File: src/rtl/tty_rx_os_pkg.sv
// ---------------------------------------------------------------------------
// tty_rx_os_pkg
// Shared definitions for the oversampling serial receiver:
//   - rx_state_t    : receiver FSM state encoding
//   - DEFAULT_DIV   : clk cycles per 1/16 bit (200 MHz clk, 500 kbaud)
//   - OVERSAMPLE    : samples per bit period
//   - DEFAULT_DEPTH : receive FIFO entries
//   - SAMPLE_*      : sample indices used for the per-bit majority vote
//   - maj3()        : 2-of-3 majority helper
// ---------------------------------------------------------------------------
package tty_rx_os_pkg;

  typedef enum logic [1:0] {
    ST_IDLE  = 2'd0,
    ST_START = 2'd1,
    ST_DATA  = 2'd2,
    ST_STOP  = 2'd3
  } rx_state_t;

  localparam int DEFAULT_DIV   = 25;
  localparam int OVERSAMPLE    = 16;
  localparam int DEFAULT_DEPTH = 8;

  // The vote uses the three samples around the middle of the bit.
  localparam logic [3:0] SAMPLE_A    = 4'd7;
  localparam logic [3:0] SAMPLE_B    = 4'd8;
  localparam logic [3:0] SAMPLE_C    = 4'd9;
  localparam logic [3:0] SAMPLE_LAST = 4'(OVERSAMPLE - 1);

  function automatic logic maj3(input logic a, input logic b, input logic c);
    return (a & b) | (a & c) | (b & c);
  endfunction

endpackage

File: src/rtl/tty_rx_os_if.sv
// ---------------------------------------------------------------------------
// tty_rx_os_if
// Consumer-side bus of the receiver.
//   valid     : consumer requests one byte
//   ready     : one-cycle pulse, data holds the popped byte
//   data      : FIFO head byte (registered)
//   count     : bytes currently held
//   frame_err : one-cycle pulse, stop bit sampled low
//   brk       : one-cycle pulse, framing error with all data bits zero
//   overrun   : one-cycle pulse, good byte dropped because FIFO was full
// master = consumer, slave = receiver.
// ---------------------------------------------------------------------------
interface tty_rx_os_if #(
  parameter int DEPTH = 8
);
  localparam int CW = $clog2(DEPTH) + 1;

  logic          valid;
  logic          ready;
  logic [7:0]    data;
  logic [CW-1:0] count;
  logic          frame_err;
  logic          brk;
  logic          overrun;

  modport master (
    output valid,
    input  ready, data, count, frame_err, brk, overrun
  );

  modport slave (
    input  valid,
    output ready, data, count, frame_err, brk, overrun
  );
endinterface

File: src/rtl/tty_fifo.sv
// ---------------------------------------------------------------------------
// tty_fifo
// Synchronous FIFO with registered read port, usable by both the receiver
// and a buffered transmitter.
//   clk, rst  : clock, synchronous active-high reset
//   push      : write push_data (ignored when full unless popping same cycle)
//   push_data : byte to store
//   pop       : read head into pop_data (ignored when empty)
//   pop_data  : last popped word, held until the next pop
//   count     : entries currently held (0..DEPTH)
//   full/empty: occupancy flags
// ---------------------------------------------------------------------------
module tty_fifo #(
  parameter int DEPTH = 8,
  parameter int WIDTH = 8
) (
  input  logic                   clk,
  input  logic                   rst,
  input  logic                   push,
  input  logic [WIDTH-1:0]       push_data,
  input  logic                   pop,
  output logic [WIDTH-1:0]       pop_data,
  output logic [$clog2(DEPTH):0] count,
  output logic                   full,
  output logic                   empty
);
  localparam int AW = $clog2(DEPTH);
  localparam logic [AW:0] FULL_COUNT = (AW + 1)'(DEPTH);

  logic [WIDTH-1:0] mem [DEPTH];
  logic [AW-1:0]    wr_ptr_reg;
  logic [AW-1:0]    rd_ptr_reg;
  logic [AW:0]      count_reg;
  logic [WIDTH-1:0] pop_data_reg;
  logic             do_push;
  logic             do_pop;

  assign empty = (count_reg == '0);
  assign full  = (count_reg == FULL_COUNT);

  // A pop in the same cycle frees the slot, so a push into a full FIFO
  // still succeeds. The read sees the old word because the write is
  // non-blocking.
  assign do_pop  = pop && !empty;
  assign do_push = push && (!full || do_pop);

  // Storage without reset so it maps onto block RAM.
  always_ff @(posedge clk) begin
    if (do_push) begin
      mem[wr_ptr_reg] <= push_data;
    end
  end

  always_ff @(posedge clk) begin
    if (rst) begin
      wr_ptr_reg   <= '0;
      rd_ptr_reg   <= '0;
      count_reg    <= '0;
      pop_data_reg <= '0;
    end else begin
      if (do_push) begin
        wr_ptr_reg <= wr_ptr_reg + 1'b1;
      end
      if (do_pop) begin
        rd_ptr_reg   <= rd_ptr_reg + 1'b1;
        pop_data_reg <= mem[rd_ptr_reg];
      end
      unique case ({do_push, do_pop})
        2'b10:   count_reg <= count_reg + 1'b1;
        2'b01:   count_reg <= count_reg - 1'b1;
        default: count_reg <= count_reg;
      endcase
    end
  end

  assign pop_data = pop_data_reg;
  assign count    = count_reg;

endmodule

File: src/rtl/tty_rx_os.sv
// ---------------------------------------------------------------------------
// tty_rx_os
// 8N1 serial receiver with 16x oversampling, majority-vote bit decisions
// and a receive FIFO.
//   clk : sole clock
//   rst : synchronous active-high reset
//   rx  : asynchronous serial line, idle high, LSB first
//   bus : consumer bus (valid/ready/data/count/frame_err/brk/overrun)
// Parameters:
//   DIV   : clk cycles per 1/16 bit (2..65535)
//   DEPTH : receive FIFO entries (power of two, 2..64)
// ---------------------------------------------------------------------------
module tty_rx_os
  import tty_rx_os_pkg::*;
#(
  parameter int DIV   = DEFAULT_DIV,
  parameter int DEPTH = DEFAULT_DEPTH
) (
  input  logic       clk,
  input  logic       rst,
  input  logic       rx,
  tty_rx_os_if.slave bus
);
  localparam int CW = $clog2(DEPTH) + 1;
  localparam logic [15:0] TICK_RELOAD = 16'(DIV - 1);

  // -------------------------------------------------------------------------
  // Input synchronizer; both flops idle high so reset never looks like a
  // start bit. rs_prev_reg only exists for falling-edge detection.
  // -------------------------------------------------------------------------
  logic sync1_reg;
  logic sync2_reg;
  logic rs_prev_reg;
  logic rs;
  logic fall;

  always_ff @(posedge clk) begin
    if (rst) begin
      sync1_reg   <= 1'b1;
      sync2_reg   <= 1'b1;
      rs_prev_reg <= 1'b1;
    end else begin
      sync1_reg   <= rx;
      sync2_reg   <= sync1_reg;
      rs_prev_reg <= sync2_reg;
    end
  end

  assign rs   = sync2_reg;
  assign fall = rs_prev_reg && !rs;

  // -------------------------------------------------------------------------
  // Receiver state
  // -------------------------------------------------------------------------
  rx_state_t   state_reg,      state_next;
  logic [15:0] tick_cnt_reg,   tick_cnt_next;
  logic [3:0]  sample_cnt_reg, sample_cnt_next;
  logic        s7_reg,         s7_next;
  logic        s8_reg,         s8_next;
  logic [7:0]  shift_reg,      shift_next;
  logic [2:0]  bit_idx_reg,    bit_idx_next;
  logic        frame_err_reg,  frame_err_next;
  logic        brk_reg,        brk_next;
  logic        overrun_reg,    overrun_next;
  logic        ready_reg;

  logic        tick;
  logic        mid;
  logic        wrap;
  logic        vote;
  logic        push_req;

  // FIFO handshake
  logic          fifo_push;
  logic          fifo_pop;
  logic [7:0]    fifo_pop_data;
  logic [CW-1:0] fifo_count;
  logic          fifo_full;
  logic          fifo_empty;

  assign tick = (state_reg != ST_IDLE) && (tick_cnt_reg == '0);
  // mid: third vote sample; wrap: last sample of the bit period.
  assign mid  = tick && (sample_cnt_reg == SAMPLE_C);
  assign wrap = tick && (sample_cnt_reg == SAMPLE_LAST);
  // Samples 7 and 8 are registered; sample 9 is the live rs value.
  assign vote = maj3(s7_reg, s8_reg, rs);

  always_ff @(posedge clk) begin
    if (rst) begin
      state_reg      <= ST_IDLE;
      tick_cnt_reg   <= '0;
      sample_cnt_reg <= '0;
      s7_reg         <= 1'b0;
      s8_reg         <= 1'b0;
      shift_reg      <= '0;
      bit_idx_reg    <= '0;
      frame_err_reg  <= 1'b0;
      brk_reg        <= 1'b0;
      overrun_reg    <= 1'b0;
      ready_reg      <= 1'b0;
    end else begin
      state_reg      <= state_next;
      tick_cnt_reg   <= tick_cnt_next;
      sample_cnt_reg <= sample_cnt_next;
      s7_reg         <= s7_next;
      s8_reg         <= s8_next;
      shift_reg      <= shift_next;
      bit_idx_reg    <= bit_idx_next;
      frame_err_reg  <= frame_err_next;
      brk_reg        <= brk_next;
      overrun_reg    <= overrun_next;
      ready_reg      <= fifo_pop;
    end
  end

  always_comb begin
    state_next      = state_reg;
    tick_cnt_next   = tick_cnt_reg;
    sample_cnt_next = sample_cnt_reg;
    s7_next         = s7_reg;
    s8_next         = s8_reg;
    shift_next      = shift_reg;
    bit_idx_next    = bit_idx_reg;
    push_req        = 1'b0;
    frame_err_next  = 1'b0;
    brk_next        = 1'b0;

    if (state_reg == ST_IDLE) begin
      // Timing restarts from the detected edge so samples stay centred.
      if (fall) begin
        state_next      = ST_START;
        tick_cnt_next   = TICK_RELOAD;
        sample_cnt_next = '0;
      end
    end else begin
      if (tick) begin
        tick_cnt_next   = TICK_RELOAD;
        sample_cnt_next = sample_cnt_reg + 4'd1;
      end else begin
        tick_cnt_next   = tick_cnt_reg - 16'd1;
      end
      if (tick && (sample_cnt_reg == SAMPLE_A)) begin
        s7_next = rs;
      end
      if (tick && (sample_cnt_reg == SAMPLE_B)) begin
        s8_next = rs;
      end

      unique case (state_reg)
        ST_START: begin
          // A start bit that votes high was only a glitch.
          if (mid && vote) begin
            state_next = ST_IDLE;
          end else if (wrap) begin
            state_next   = ST_DATA;
            bit_idx_next = '0;
          end
        end
        ST_DATA: begin
          if (mid) begin
            shift_next = {vote, shift_reg[7:1]};
          end
          if (wrap) begin
            if (bit_idx_reg == 3'd7) begin
              state_next = ST_STOP;
            end else begin
              bit_idx_next = bit_idx_reg + 3'd1;
            end
          end
        end
        ST_STOP: begin
          // Decide mid-bit and leave immediately so a start bit that
          // follows the stop bit directly is still caught.
          if (mid) begin
            state_next = ST_IDLE;
            if (vote) begin
              push_req = 1'b1;
            end else begin
              frame_err_next = 1'b1;
              brk_next       = (shift_reg == 8'h00);
            end
          end
        end
        default: begin
          state_next = ST_IDLE;
        end
      endcase
    end
  end

  // -------------------------------------------------------------------------
  // FIFO side. A pop is skipped while ready is high, which limits pops to
  // one every two cycles and keeps each ready pulse to a single cycle.
  // -------------------------------------------------------------------------
  assign fifo_pop     = bus.valid && !fifo_empty && !ready_reg;
  assign fifo_push    = push_req && (!fifo_full || fifo_pop);
  assign overrun_next = push_req && fifo_full && !fifo_pop;

  tty_fifo #(
    .DEPTH (DEPTH),
    .WIDTH (8)
  ) u_fifo (
    .clk       (clk),
    .rst       (rst),
    .push      (fifo_push),
    .push_data (shift_reg),
    .pop       (fifo_pop),
    .pop_data  (fifo_pop_data),
    .count     (fifo_count),
    .full      (fifo_full),
    .empty     (fifo_empty)
  );

  assign bus.ready     = ready_reg;
  assign bus.data      = fifo_pop_data;
  assign bus.count     = fifo_count;
  assign bus.frame_err = frame_err_reg;
  assign bus.brk       = brk_reg;
  assign bus.overrun   = overrun_reg;

endmodule

File: src/flat_wrapper.sv
// flat-port wrapper written by rule: the top's interface ports become plain ports
module tty_rx_os_flat import tty_rx_os_pkg::*;
#(
  parameter int DIV   = DEFAULT_DIV,
  parameter int DEPTH = DEFAULT_DEPTH
)
  (clk, rst, rx, bus_valid, bus_ready, bus_data, bus_count, bus_frame_err, bus_brk, bus_overrun);
  tty_rx_os_if #(.DEPTH(DEPTH)) bus_i ();
  input  logic clk;
  input  logic rst;
  input  logic rx;
  input wire logic [$bits(bus_i.valid)-1:0] bus_valid;
  output wire logic [$bits(bus_i.ready)-1:0] bus_ready;
  output wire logic [$bits(bus_i.data)-1:0] bus_data;
  output wire logic [$bits(bus_i.count)-1:0] bus_count;
  output wire logic [$bits(bus_i.frame_err)-1:0] bus_frame_err;
  output wire logic [$bits(bus_i.brk)-1:0] bus_brk;
  output wire logic [$bits(bus_i.overrun)-1:0] bus_overrun;
  assign bus_i.valid = bus_valid;
  assign bus_ready = bus_i.ready;
  assign bus_data = bus_i.data;
  assign bus_count = bus_i.count;
  assign bus_frame_err = bus_i.frame_err;
  assign bus_brk = bus_i.brk;
  assign bus_overrun = bus_i.overrun;
  tty_rx_os #(.DIV(DIV), .DEPTH(DEPTH)) u_core (.clk(clk), .rst(rst), .rx(rx), .bus(bus_i));
endmodule
File: config.mk
export PLATFORM = sky130hd
export DESIGN_NAME = tty_rx_os_flat
export DESIGN_NICKNAME = d
export VERILOG_FILES = /design/src/rtl/tty_rx_os_pkg.sv /design/src/rtl/tty_rx_os_if.sv /design/src/rtl/tty_fifo.sv /design/src/rtl/tty_rx_os.sv /design/src/flat_wrapper.sv
export SDC_FILE = /design/constraint.sdc
export NUM_CORES = 1
export LEC_CHECK = 0
export ABC_AREA = 1
export ABC_CLOCK_PERIOD_IN_PS = 2800
export CAP_MARGIN = 0
export CELL_PAD_IN_SITES_DETAIL_PLACEMENT = 1
export CELL_PAD_IN_SITES_GLOBAL_PLACEMENT = 1
export CORE_UTILIZATION = 26
export CTS_BUF_LIST = sky130_fd_sc_hd__clkbuf_8
export DETAILED_ROUTE_END_ITERATION = 10
export GPL_TIMING_DRIVEN = 0
export PLACE_DENSITY_LB_ADDON = 0.1
export SLEW_MARGIN = 20
export SYNTH_ARGS = -nofsm -noshare
export SYNTH_HDL_FRONTEND = slang
export SYNTH_SLANG_ARGS = --single-unit
File: constraint.sdc
create_clock -name clk -period 2.8 [get_ports clk]
set_input_delay 0.7 -clock clk [delete_from_list [all_inputs] [get_ports clk]]
set_output_delay 0.7 -clock clk [all_outputs]
set_load 0.1 [all_outputs]
# Word level (Yosys, flattened, before mapping)

Memories as Yosys holds them, arrays and structs flattened. A register that Yosys moved wholly into a read port is not among the register bits.
Cells that the tools add are included.

Multiplexer cells: 27
$add $sub $neg: 7
Bitwise gates (word level): 8
Reductions and logical operators: 37
Equality and inequality tests: 20

Operators by type and width:

| cell                  | number |
|---|---|
| $mux 16               | 3 |
| $eq 4x4->1 const B    | 4 |
| $logic_not 16->1      | 1 |
| $sub 16x1->16 const B | 1 |
| $logic_and 1x1->1     | 14 |
| $mux 2                | 7 |
| $mux 3                | 4 |
| $mux 4                | 3 |
| $add 3x1->3 const B   | 3 |
| $ne 3x1->1 const B    | 3 |
| $add 4x1->4 const B   | 2 |
| $logic_not 8->1       | 1 |
| $pmux 4 s2            | 1 |
| $reduce_bool 2->1     | 4 |
| $mux 1                | 7 |
| $eq 2x2->1 const B    | 3 |
| $ne 2x1->1 const B    | 3 |
| $pmux 2 s3            | 1 |
| $pmux 3 s2            | 1 |
| $reduce_and 2->1      | 3 |
| $reduce_and 6->1      | 1 |
| $logic_not 1->1       | 5 |
| $reduce_and 5->1      | 1 |
| $reduce_or 5->1       | 1 |
| 14 further kinds      | 22 |

RAM bits: 64
Register bits after elaboration: 52
Output and inout port bits: 16
Input port bits: 4
Memories kept: 1
Word-level logic and storage cells: 117

Memory list:

| name              | words | width | read ports | clocked after memory_dff | write ports | line           | text |
|---|---|---|---|---|---|---|---|
| u_core.u_fifo.mem | 8     | 8     | 1          | 1                        | 1           | tty_fifo.sv:30 | `logic [WIDTH-1:0] mem [DEPTH];` |

# Logic depth before layout (Yosys ltp)

Gate-level depths: netlist of run 1.

Depth in word-level cells: 11
Depth in mapped cells: 17

# Cells and area by module

From an unflattened synthesis of run 1, not the netlist that was laid out.

Cell total of the unflattened synthesis: 631
Area total of the unflattened synthesis: 5,725.5 um2

Modules (own cells, without submodules):

| module    | seq. area each (um2) | instances | area an instance (um2) | cells each |
|---|---|---|---|---|
| tty_fifo  | 2,282.2              | 1         | 3,563.4                | 345 |
| tty_rx_os | 840.8                | 1         | 2,162.1                | 286 |

# Worst setup path before layout of run 1

Ideal clock, no wire load.

Path type: reg-to-reg
Start: reg u_core.u_fifo.count_reg[0] (netlist: u_core.u_fifo.count[0])
End: reg u_core.u_fifo.count_reg[2] (netlist: u_core.u_fifo.count[2])
Data arrival time: 2,687 ps
Stages on the path, launching flop included: 15
Path slack: -3 ps
Library setup time: 115 ps
Cell sequence: dfxtp_1 > inv_1 > nand2_1 > nor4_1 > nor2_1 > nand3b_4 > ha_1 > nand2_1 > inv_1 > nor2_1 > ha_1 > a21oi_1 > xor2_1 > o21ai_0 > inv_1

Longest elaborated chain between the ends: 9
Elaborated cells between the ends (all ways): 17
Classes of those cells: 2 x add/sub; 3 x eq/ne; 1 x mux; 11 x reduce/logical

Ends and longest elaborated chain:

| what                                                         | line                             | text |
|---|---|---|
| start: declaration                                           | tty_fifo.sv:33                   | `logic [AW:0] count_reg;` |
| start signal: assignment                                     | tty_fifo.sv:69                   | `2'b10: count_reg <= count_reg + 1'b1;` |
| start signal: assignment                                     | tty_fifo.sv:70                   | `2'b01: count_reg <= count_reg - 1'b1;` |
| start signal: assignment                                     | tty_fifo.sv:71                   | `default: count_reg <= count_reg;` |
| $logic_not 4->1                                              | tty_fifo.sv:38                   | `assign empty = (count_reg == '0);` |
| $logic_not 1->1                                              | tty_fifo.sv:44, tty_rx_os.sv:195 |  |
| $logic_and 1x1->1 (2 in series)                              | tty_rx_os.sv:195                 | `assign fifo_pop = bus.valid && !fifo_empty && !ready_reg;` |
| $logic_or 1x1->1 / $logic_and 1x1->1 (equally long branches) | tty_rx_os.sv:196, tty_fifo.sv:44 |  |
| $logic_and 1x1->1 / $logic_or 1x1->1 (equally long branches) | tty_rx_os.sv:196, tty_fifo.sv:45 |  |
| $logic_and 1x1->1                                            | tty_fifo.sv:45                   | `assign do_push = push && (!full \|\| do_pop);` |
| $eq 2x1->1 / $eq 2x2->1 (equally long branches)              | tty_fifo.sv:68                   | `unique case ({do_push, do_pop})` |
| $pmux 4 s2 / $reduce_bool 2->1 (equally long branches)       | -                                |  |

Several ways; a longest one is shown, not always the timed one.
A chain may end at the register's enable or synchronous reset.

# Worst setup path in the final report of run 1

Start: reg u_core.u_fifo.count_reg[3] (netlist: u_core.u_fifo.count[3])
End: out bus_count[3]

RTL lines:

| what             | line               | text |
|---|---|---|
| end: declaration | flat_wrapper.sv:15 | `output wire logic [$bits(bus_i.count)-1:0] bus_count;` |

No word-level cell between the ends.

==> impl_metrics.toml, run 1 <==
[outcome]
outcome = "finished, final reports clean"

[power]
p_int_mw = 4.18
power_density_mw_per_mm2 = 1120
clock_power_share_pct = 27.0
p_leak_nw = 2.47
pwr-share-seq_pct = 32.4
pwr-share-comb_pct = 40.6
p_sw_share_pct = 42.4
power.total_mw = 7.26
ir_drop_mv = 0.603
p_switching_mw = 3.08

[cts]
tritoncts = "built"
cts_hold_buf = 0
post_cts_buffers = 0
cts_buffers = 17
numClockSinks = 124
path_clk_slew_ns = 0.08
insertion_delay_ns = 0.45
htreeDepth = 4
clk_path_buf_depth = 2
cts_root_buf = "clkbuf_8"

[yosys]
ys_ff_latch = 124
netlist_instances = 561
synth_warnings = 0
postSynthAreaPerCell_sq_um = 9.59
synth_fp_nets = 582
synth.top_cells.by_area = "edfxtp_1, dfxtp_1, nor2_1"
synth_top_area_share_pct = 35.7
syn_area_sq_mm = 0.00538
yosys.area.top_type = "edfxtp_1"
synth_cell_types = 41
yosysSeqAreaShare_pct = 58.0

[layout]
fillers = 2287
regArea_sq_mm = 0.00312
nNetsFinal = 623
drive_gt1_share_pct = 12.0
final_util_pct = 32.1
largest_register_ffs = 64
multiInputGateArea_sq_mm = 0.00207
fin_cells = 885
area_growth_pct = 20.7
diodes = 0

[placed_design]
place_inst = 853
portBuffers = 18
place_ws_ns = -0.281
place_hpwl_mm = 10.7
place_congestion = 0.756

[worst_setup_path]
path_cells = "clkdlybuf4s50_1"
crit_arrival_ns = 1.99
timing.critical_path.max_delay_family = "buffers and inverters"
worstPathRequired_ns = 2.10
critPathLaunchType = "register"
critPathKind = "register to output pin"
crit_fanout = 3
end_kind = "output pin"
cpMaxStageDelayCell = "clkdlybuf4s50_1"
worst-path-buf-inv = 1
max_stage_delay_ns = 1.16

[timing]
max_freq_mhz = 371
finalWorstSetupSlack_ns = 0.108
period_share_pct = 96.1
clock_skew_ns = 0.0111
slew_viol_final = 0
worst_slew_margin_rel_pct = 35.1
worst_pin_slew_ns = 0.971
period_minus_slack_ns = 2.69
tns_ns = 0
hold_viol_final = 0
setup_viol = 0

[min_path]
hp-class = "register to register"

[drt]
postRouteAntennaNets = 0
wl_mm = 15.0
vias = 4140
via_per_inst = 4.68
wl_per_cell_um = 16.9
post-route-drc-count = 0
drtIter0Drc = 221
firstDrtPassIters = 4

[grt]
antenna_found_initial = 0
grt_usage_pct = 15.1
overflow = 0
grt_max_degree = 17
grt_pass1_wl_mm = 24.2
grt_pass1_vias = 4344

[die]
start_util_pct = 26.6
die_h_um = 146
ioPinCount = 20
rows = 52
die_area_sq_mm = 0.0213
fp.dieW_um = 146
coreArea_sq_mm = 0.0202

[flow_run]
maxCapViolCount = 0
## cell type report
cell class	count	area share [%]
multi-input cells	367	31.8
repair buffers	22	3.26
plain buffers	18	1.08
flip-flops and latches	124	48.1
clock inverters	12	3.31
clock buffers	20	4.24
inverters	52	3.01
well taps	270	5.20
## Yosys cell counts
cell	count
nand3b_1	1
nand4_1	6
nor4_1	3
o31ai_2	1
xnor2_1	2
nand2_1	69
a21oi_1	40
a211oi_1	5
inv_1	40
o21ai_1	17
and3_1	2
nor3_1	17
a21oi_2	1
or2_2	3
nand2_2	3
xor2_1	5
nand2_4	1
clkbuf_1	16
nand3_1	15
a21boi_0	1
o21ai_0	39
o221ai_1	8
a31oi_1	2
nand3b_4	1
buf_2	2
clkinv_1	2
maj3_1	1
o31ai_1	1
inv_2	10
dfxtp_1	60
nor3b_1	2
o21a_1	1
o22ai_1	9
nor2_8	1
a22oi_1	1
nor2_2	3
edfxtp_1	64
ha_1	17
nor2_1	78
o211ai_1	9
nor2_4	2
## timing repair
| item | 4_1_cts | 5_1_grt |
|---|---|---|
| endpoints found under the hold margin | 0 | 0 |
| setup endpoints to repair | 1 | 39 |
| resized for setup | 1 | 9 |
## cell usage in the layout (no fill, tap or decap), drive strengths merged
cell	n
o21a	1
or2	3
maj3	1
a21oi	41
a211oi	5
o21ai	56
xor2	5
buf	6
ha	17
edfxtp	64
o221ai	8
inv	50
dlymetal6s2s	1
dfxtp	60
o31ai	2
o22ai	9
bufinv	6
dlygate4sd2	1
clkdlybuf4s50	16
a21boi	1
nand4	6
a22oi	1
nand3	15
xnor2	2
nor4	3
nand3b	2
and3	2
nor3b	2
nand2	73
o211ai	9
nor3	17
a31oi	2
clkbuf	36
clkinv	8
nor2	84
## per-layer routing
layer	global-route usage (%)	wire length (um)	vias up	share of wire, %
met5	0	0	-	0
met4	5.79	267	0	1.8
met3	3.17	415	18	2.8
li1	-	-	2032	-
met1	19.9	7340	2040	49
met2	24.4	6970	50	46
## path summary, 6_finish.rpt
check	startpoint	to	slack (ns)	cells after the start
worst min register to register	u_core.sync1_reg	u_core.rs	0.43	1
worst max-delay path	u_core.u_fifo.count[3]	bus_count[3]	0.11	1
worst min-delay path	u_core.sync1_reg	u_core.rs	0.43	1
worst max register to register	u_core.tick_cnt_reg[0]	u_core.u_fifo.mem[2][7]	0.20	11
## power by group through the flow
stage / sequential, mW / clock (mW) / combinational, mW
after global placement: 2.39 / 0 / 2.95
after global routing: 2.40 / 2.09 / 3.30
after floorplan: 2.80 / 0 / 1.71
after CTS: 2.36 / 2.00 / 2.99
final: 2.35 / 1.96 / 2.95
after detailed placement: 2.40 / 0 / 2.98
## logic make-up after synthesis
logic type                 after synthesis  share of synthesized area, %
and+or+nand+nor                        207                          17.3
DFF                                    124                          58.0
AOI/OAI and AO/OA                      135                          14.4
adders and majority gates               18                          4.14
buffers and inverters                   70                          4.93
xor gates and xnor gates                 7                          1.14
## metrics by stage
step | cell area, sq um | hold WS, ns
after floorplan | 5380 | 0.389
after global placement | 5900 | 0.407
after detailed placement | 5970 | 0.415
after CTS | 6460 | 0.422
after global routing | 6490 | 0.440
final | 6490 | 0.428
Note: power is estimated with default switching activity, not from simulation.
==> run 2: changes to the inputs <==
--- a/config.mk
+++ b/config.mk
@@ -10,6 +10,7 @@
 export CAP_MARGIN = 0
 export CELL_PAD_IN_SITES_DETAIL_PLACEMENT = 1
 export CELL_PAD_IN_SITES_GLOBAL_PLACEMENT = 1
+export CORE_ASPECT_RATIO = 0.8
 export CORE_UTILIZATION = 26
 export CTS_BUF_LIST = sky130_fd_sc_hd__clkbuf_8
 export DETAILED_ROUTE_END_ITERATION = 10
==> impl_metrics.toml, run 2 (synthesis gave the netlist of run 1 again) <==
[timing]
max_freq_mhz = 368
finalWorstSetupSlack_ns = 0.0791
period_minus_slack_ns = 2.72
clock_skew_ns = 0.0135
worst_slew_margin_rel_pct = 34.7
hold_viol_final = 0
period_share_pct = 97.2
setup_viol = 0
rsz0062_at_grt = "yes"
worst_pin_slew_ns = 0.976
slew_viol_final = 0

[worst_setup_path]
end_kind = "output pin"
timing.critical_path.max_delay_family = "buffers and inverters"
r2r-start = "u_core.tick_cnt_reg[0]"
path_cells = "clkdlybuf4s50_1"
worstPathRequired_ns = 2.10
cpMaxStageDelayCell = "clkdlybuf4s50_1"
critPathKind = "register to output pin"
rr_worst_depth = 11
crit_arrival_ns = 2.02
critPathLaunchType = "register"
max_stage_delay_ns = 1.17
r2r_end = "u_core.u_fifo.mem[3][1]"
worst-path-buf-inv = 1
r2r_slack_ns = 0.23
crit_fanout = 2

[die]
coreArea_sq_mm = 0.0200
fp.dieW_um = 163
die_h_um = 131
rows = 46
die_area_sq_mm = 0.0213
ioPinCount = 20
start_util_pct = 26.9

[grt]
grt_max_degree = 17
grt_pass1_vias = 4390
grt_usage_pct = 15.3
overflow = 0
antenna_found_initial = 1
grt_pass1_wl_mm = 24.2

[cts]
clk_path_buf_depth = 2
cts_hold_buf = 0
cts_buffers = 17
tritoncts = "built"
cts_root_buf = "clkbuf_8"
insertion_delay_ns = 0.44
path_clk_slew_ns = 0.08
htreeDepth = 4
numClockSinks = 124

[drt]
postRouteAntennaNets = 0
wl_per_cell_um = 17.1
firstDrtPassIters = 4
post-route-drc-count = 0
drtIter0Drc = 202
via_per_inst = 4.69
wl_mm = 15.0
vias = 4120

[layout]
final_cell_mix = "nor2_1, nand2_1, edfxtp_1"
largest_register_ffs = 64
final_cell_area_sq_mm = 0.00637
nNetsFinal = 623
area_growth_pct = 18.3
final_common_cell = "nor2_1"
diodes = 0
drive_gt1_share_pct = 12.4

[outcome]
outcome = "finished, final reports clean"

[min_path]
whs_path_depth = 1
hp-class = "register to register"
min_to = "u_core.rs"
min_from = "u_core.sync1_reg"

[power]
power_density_mw_per_mm2 = 1080
ir_drop_mv = 0.559
p_leak_nw = 2.40

[placed_design]
portBuffers = 18
dpl_cell_area_sq_mm = 0.00596
place_ws_ns = -0.472
place_hpwl_mm = 11.0
place_congestion = 0.715

[flow_run]
maxCapViolCount = 0
==> run 2: cell types whose count changed in the layout (fill, tap and decap cells not counted), sizes merged <==
cell          change
dlymetal6s2s      -1
clkinv            +1
clkinvlp          +6
bufinv            -4
dlygate4sd2       +1
clkbuf            -3
==> run 2: through the flow <==
stage	power, mW	TNS (ns)	hold slack, ns	util (%)	cells
finish	6.91	0	0.419	31.8	879
global route	7.39	-0.407	0.446	31.8	879
CTS	6.96	0	0.426	31.6	878
detailed placement	5.40	-24.26	0.409	29.7	846
global placement	5.37	-58.69	0.392	29.4	843
floorplan	4.52	0	0.389	-	561
==> run 2: worst max path at each step <==
stage                              end  slack, ns  depth (start not counted)                      start
2_1_floorplan   u_core.u_fifo.count[2]       0.03                         12     u_core.u_fifo.count[3]
3_3_place_gp   u_core.u_fifo.mem[4][5]      -1.10                          9                  bus_valid
3_5_place_dp    u_core.u_fifo.count[2]      -0.47                         14                  bus_valid
4_1_cts         u_core.u_fifo.count[2]      0.005                         14                  bus_valid
5_1_grt        u_core.u_fifo.mem[5][7]      -0.03                         11     u_core.tick_cnt_reg[0]
6_report                   bus_data[1]       0.08                          1  u_core.u_fifo.pop_data[1]
==> run 2: metal layers <==
metal  up-vias  share of wire, %  global-route usage (%)
li1       2034                 -                       -
met4         2              0.71                    4.12
met2        48                44                    23.6
met1      2027                52                    21.2
met5         -             0.060                       0
met3         9               3.4                    4.14
==> run 2: timing repair <==
| action | in CTS | in global routing |
|---|---|---|
| pin swaps | 0 | 1 |
| gates resized for setup | 2 | 6 |
| setup buffers | 0 | 1 |
| endpoints found under the setup margin | 2 | 46 |
==> run 2: power by group <==
group | internal, mW | total [mW] | switching, mW | leakage, nW
clock | 0.784 | 1.54 | 0.758 | 0.179
sequential | 2.11 | 2.35 | 0.239 | 1.11
combinational | 0.860 | 3.01 | 2.15 | 1.11
==> run 2: cell type report <==
type                    count  area [sq um]
fillers                  2307         13700
flip-flops and latches    124          3120
multi-input cells         367          2050
well taps                 264           330
clock buffers              17           234
repair buffers             22           208
inverters                  52           195
clock inverters            15           151
plain buffers              18          70.1
==> run 3: changes to the inputs <==
--- a/config.mk
+++ b/config.mk
@@ -6,7 +6,7 @@
 export NUM_CORES = 1
 export LEC_CHECK = 0
 export ABC_AREA = 1
-export ABC_CLOCK_PERIOD_IN_PS = 2800
+export ABC_CLOCK_PERIOD_IN_PS = 2950
 export CAP_MARGIN = 0
 export CELL_PAD_IN_SITES_DETAIL_PLACEMENT = 1
 export CELL_PAD_IN_SITES_GLOBAL_PLACEMENT = 1
@@ -14,8 +14,9 @@
 export CORE_UTILIZATION = 26
 export CTS_BUF_LIST = sky130_fd_sc_hd__clkbuf_8
 export DETAILED_ROUTE_END_ITERATION = 10
+export GPL_ROUTABILITY_DRIVEN = 0
 export GPL_TIMING_DRIVEN = 0
-export PLACE_DENSITY_LB_ADDON = 0.1
+export PLACE_DENSITY_LB_ADDON = 0.12
 export SLEW_MARGIN = 20
 export SYNTH_ARGS = -nofsm -noshare
 export SYNTH_HDL_FRONTEND = slang
==> constraint.sdc (replaced) <==
create_clock -name clk -period 2.95 [get_ports clk]
set_input_delay 0.7375 -clock clk [delete_from_list [all_inputs] [get_ports clk]]
set_output_delay 0.7375 -clock clk [all_outputs]
set_load 0.1 [all_outputs]
==> impl_metrics.toml, run 3 (synthesis gave the netlist of run 1 again) <==
[drt]
wl_per_cell_um = 17.3
via_per_inst = 4.66
firstDrtPassIters = 5
wl_mm = 15.2
vias = 4097
drtIter0Drc = 336
postRouteAntennaNets = 0
post-route-drc-count = 0

[worst_setup_path]
worst-path-buf-inv = 1
end_kind = "output pin"
max_stage_delay_ns = 1.19
critPathKind = "register to output pin"
r2r_end = "u_core.u_fifo.mem[7][7]"
rr_worst_depth = 10
timing.critical_path.max_delay_family = "buffers and inverters"
critPathLaunchType = "register"
crit_fanout = 6
worstPathRequired_ns = 2.21
cpMaxStageDelayCell = "clkdlybuf4s50_1"
r2r-start = "u_core.state_reg[0]"
crit_arrival_ns = 2.12
path_cells = "clkdlybuf4s50_1"
r2r_slack_ns = 0.24

[min_path]
hp-class = "register to register"
whs_path_depth = 1
min_from = "u_core.sync1_reg"
min_to = "u_core.rs"

[die]
start_util_pct = 26.9
die_h_um = 131
fp.dieW_um = 163
ioPinCount = 20
die_area_sq_mm = 0.0213
coreArea_sq_mm = 0.0200
rows = 46

[layout]
final_common_cell = "nor2_1"
final_util_pct = 31.7
largest_register_ffs = 64
final_cell_mix = "nor2_1, nand2_1, edfxtp_1"
final_cell_area_sq_mm = 0.00636
drive_gt1_share_pct = 10.6
diodes = 0
nNetsFinal = 624
area_growth_pct = 18.1

[grt]
grt_max_degree = 17
grt_pass1_wl_mm = 24.2
grt_usage_pct = 15.4
overflow = 0
grt_pass1_vias = 4267
antenna_found_initial = 0

[timing]
clock_skew_ns = 0.0175
worst_pin_slew_ns = 0.985
period_share_pct = 96.7
setup_viol = 0
slew_viol_final = 0
max_freq_mhz = 351
finalWorstSetupSlack_ns = 0.0970
period_minus_slack_ns = 2.85
worst_slew_margin_rel_pct = 34.1
hold_viol_final = 0
rsz0062_at_grt = "no"

[cts]
cts_buffers = 17
cts_root_buf = "clkbuf_8"
htreeDepth = 4
cts_hold_buf = 0
tritoncts = "built"
path_clk_slew_ns = 0.08
insertion_delay_ns = 0.44
clk_path_buf_depth = 2
numClockSinks = 124

[placed_design]
dpl_cell_area_sq_mm = 0.00595
portBuffers = 18
place_hpwl_mm = 11.1
place_ws_ns = -0.369

[flow_run]
maxCapViolCount = 0

[power]
ir_drop_mv = 0.679
power_density_mw_per_mm2 = 1030
p_leak_nw = 2.41

[outcome]
outcome = "finished, final reports clean"
-- run 3: cell count changes in the layout (fill, tap and decap cells not counted), moves of 2 or more --
cell | previous run | this run
ha_2 | 2 | 0
inv_1 | 40 | 44
ha_1 | 15 | 17
clkinv_4 | 3 | 0
clkdlybuf4s50_1 | 16 | 18
clkinv_1 | 2 | 6
clkinvlp_4 | 6 | 0
dlygate4sd2_1 | 2 | 0
-- run 3: worst max-delay path by stage --
stage | from | to | slack, ns | depth (start not counted)
after floorplan | u_core.u_fifo.count[0] | u_core.u_fifo.count[2] | 0.15 | 14
after global placement | bus_valid | u_core.u_fifo.mem[7][4] | -0.93 | 9
after detailed placement | bus_valid | u_core.u_fifo.mem[2][6] | -0.37 | 9
after CTS | u_core.u_fifo.count[2] | bus_count[2] | 0.05 | 1
after global routing | bus_valid | u_core.u_fifo.mem[0][1] | 0.005 | 9
final | u_core.u_fifo.count[2] | bus_count[2] | 0.1 | 1
-- run 3: final cells by class --
| cell class | instances | area (sq um) |
|---|---|---|
| fill | 2314 | 13700 |
| buffer | 18 | 70.1 |
| inverter | 52 | 195 |
| clock inverter | 15 | 140 |
| sequential | 124 | 3120 |
| timing repair buffer | 23 | 218 |
| clock buffer | 17 | 234 |
| multi-input combinational | 367 | 2050 |
| tap | 264 | 330 |
-- run 3: power breakdown --
group,internal (mW),total [mW],switching [mW]
combinational,0.827,2.86,2.03
sequential,2.00,2.23,0.226
clock,0.804,1.46,0.658
-- run 3: per-layer routing --
layer	vias to the layer above	track usage [%]	wire, um
met2	52	22.4	6320
met5	-	0	0
met4	0	5.33	224
met3	16	3.98	510
met1	1996	22.1	8150
li1	2033	-	-
-- run 3: through the flow --
stage               power (mW)  hold WS, ns  TNS (ns)  std cells
CTS                       6.60        0.433         0        878
global route              7.03        0.449         0        880
floorplan                 4.29        0.389         0        561
global placement          5.07        0.393    -51.75        843
detailed placement        5.11        0.411    -17.57        846
finish                    6.55        0.420         0        880
-- run 3: what timing repair did --
item,CTS,global route
resized for setup,0,2
setup endpoints to repair,0,15
buffers inserted,0,2
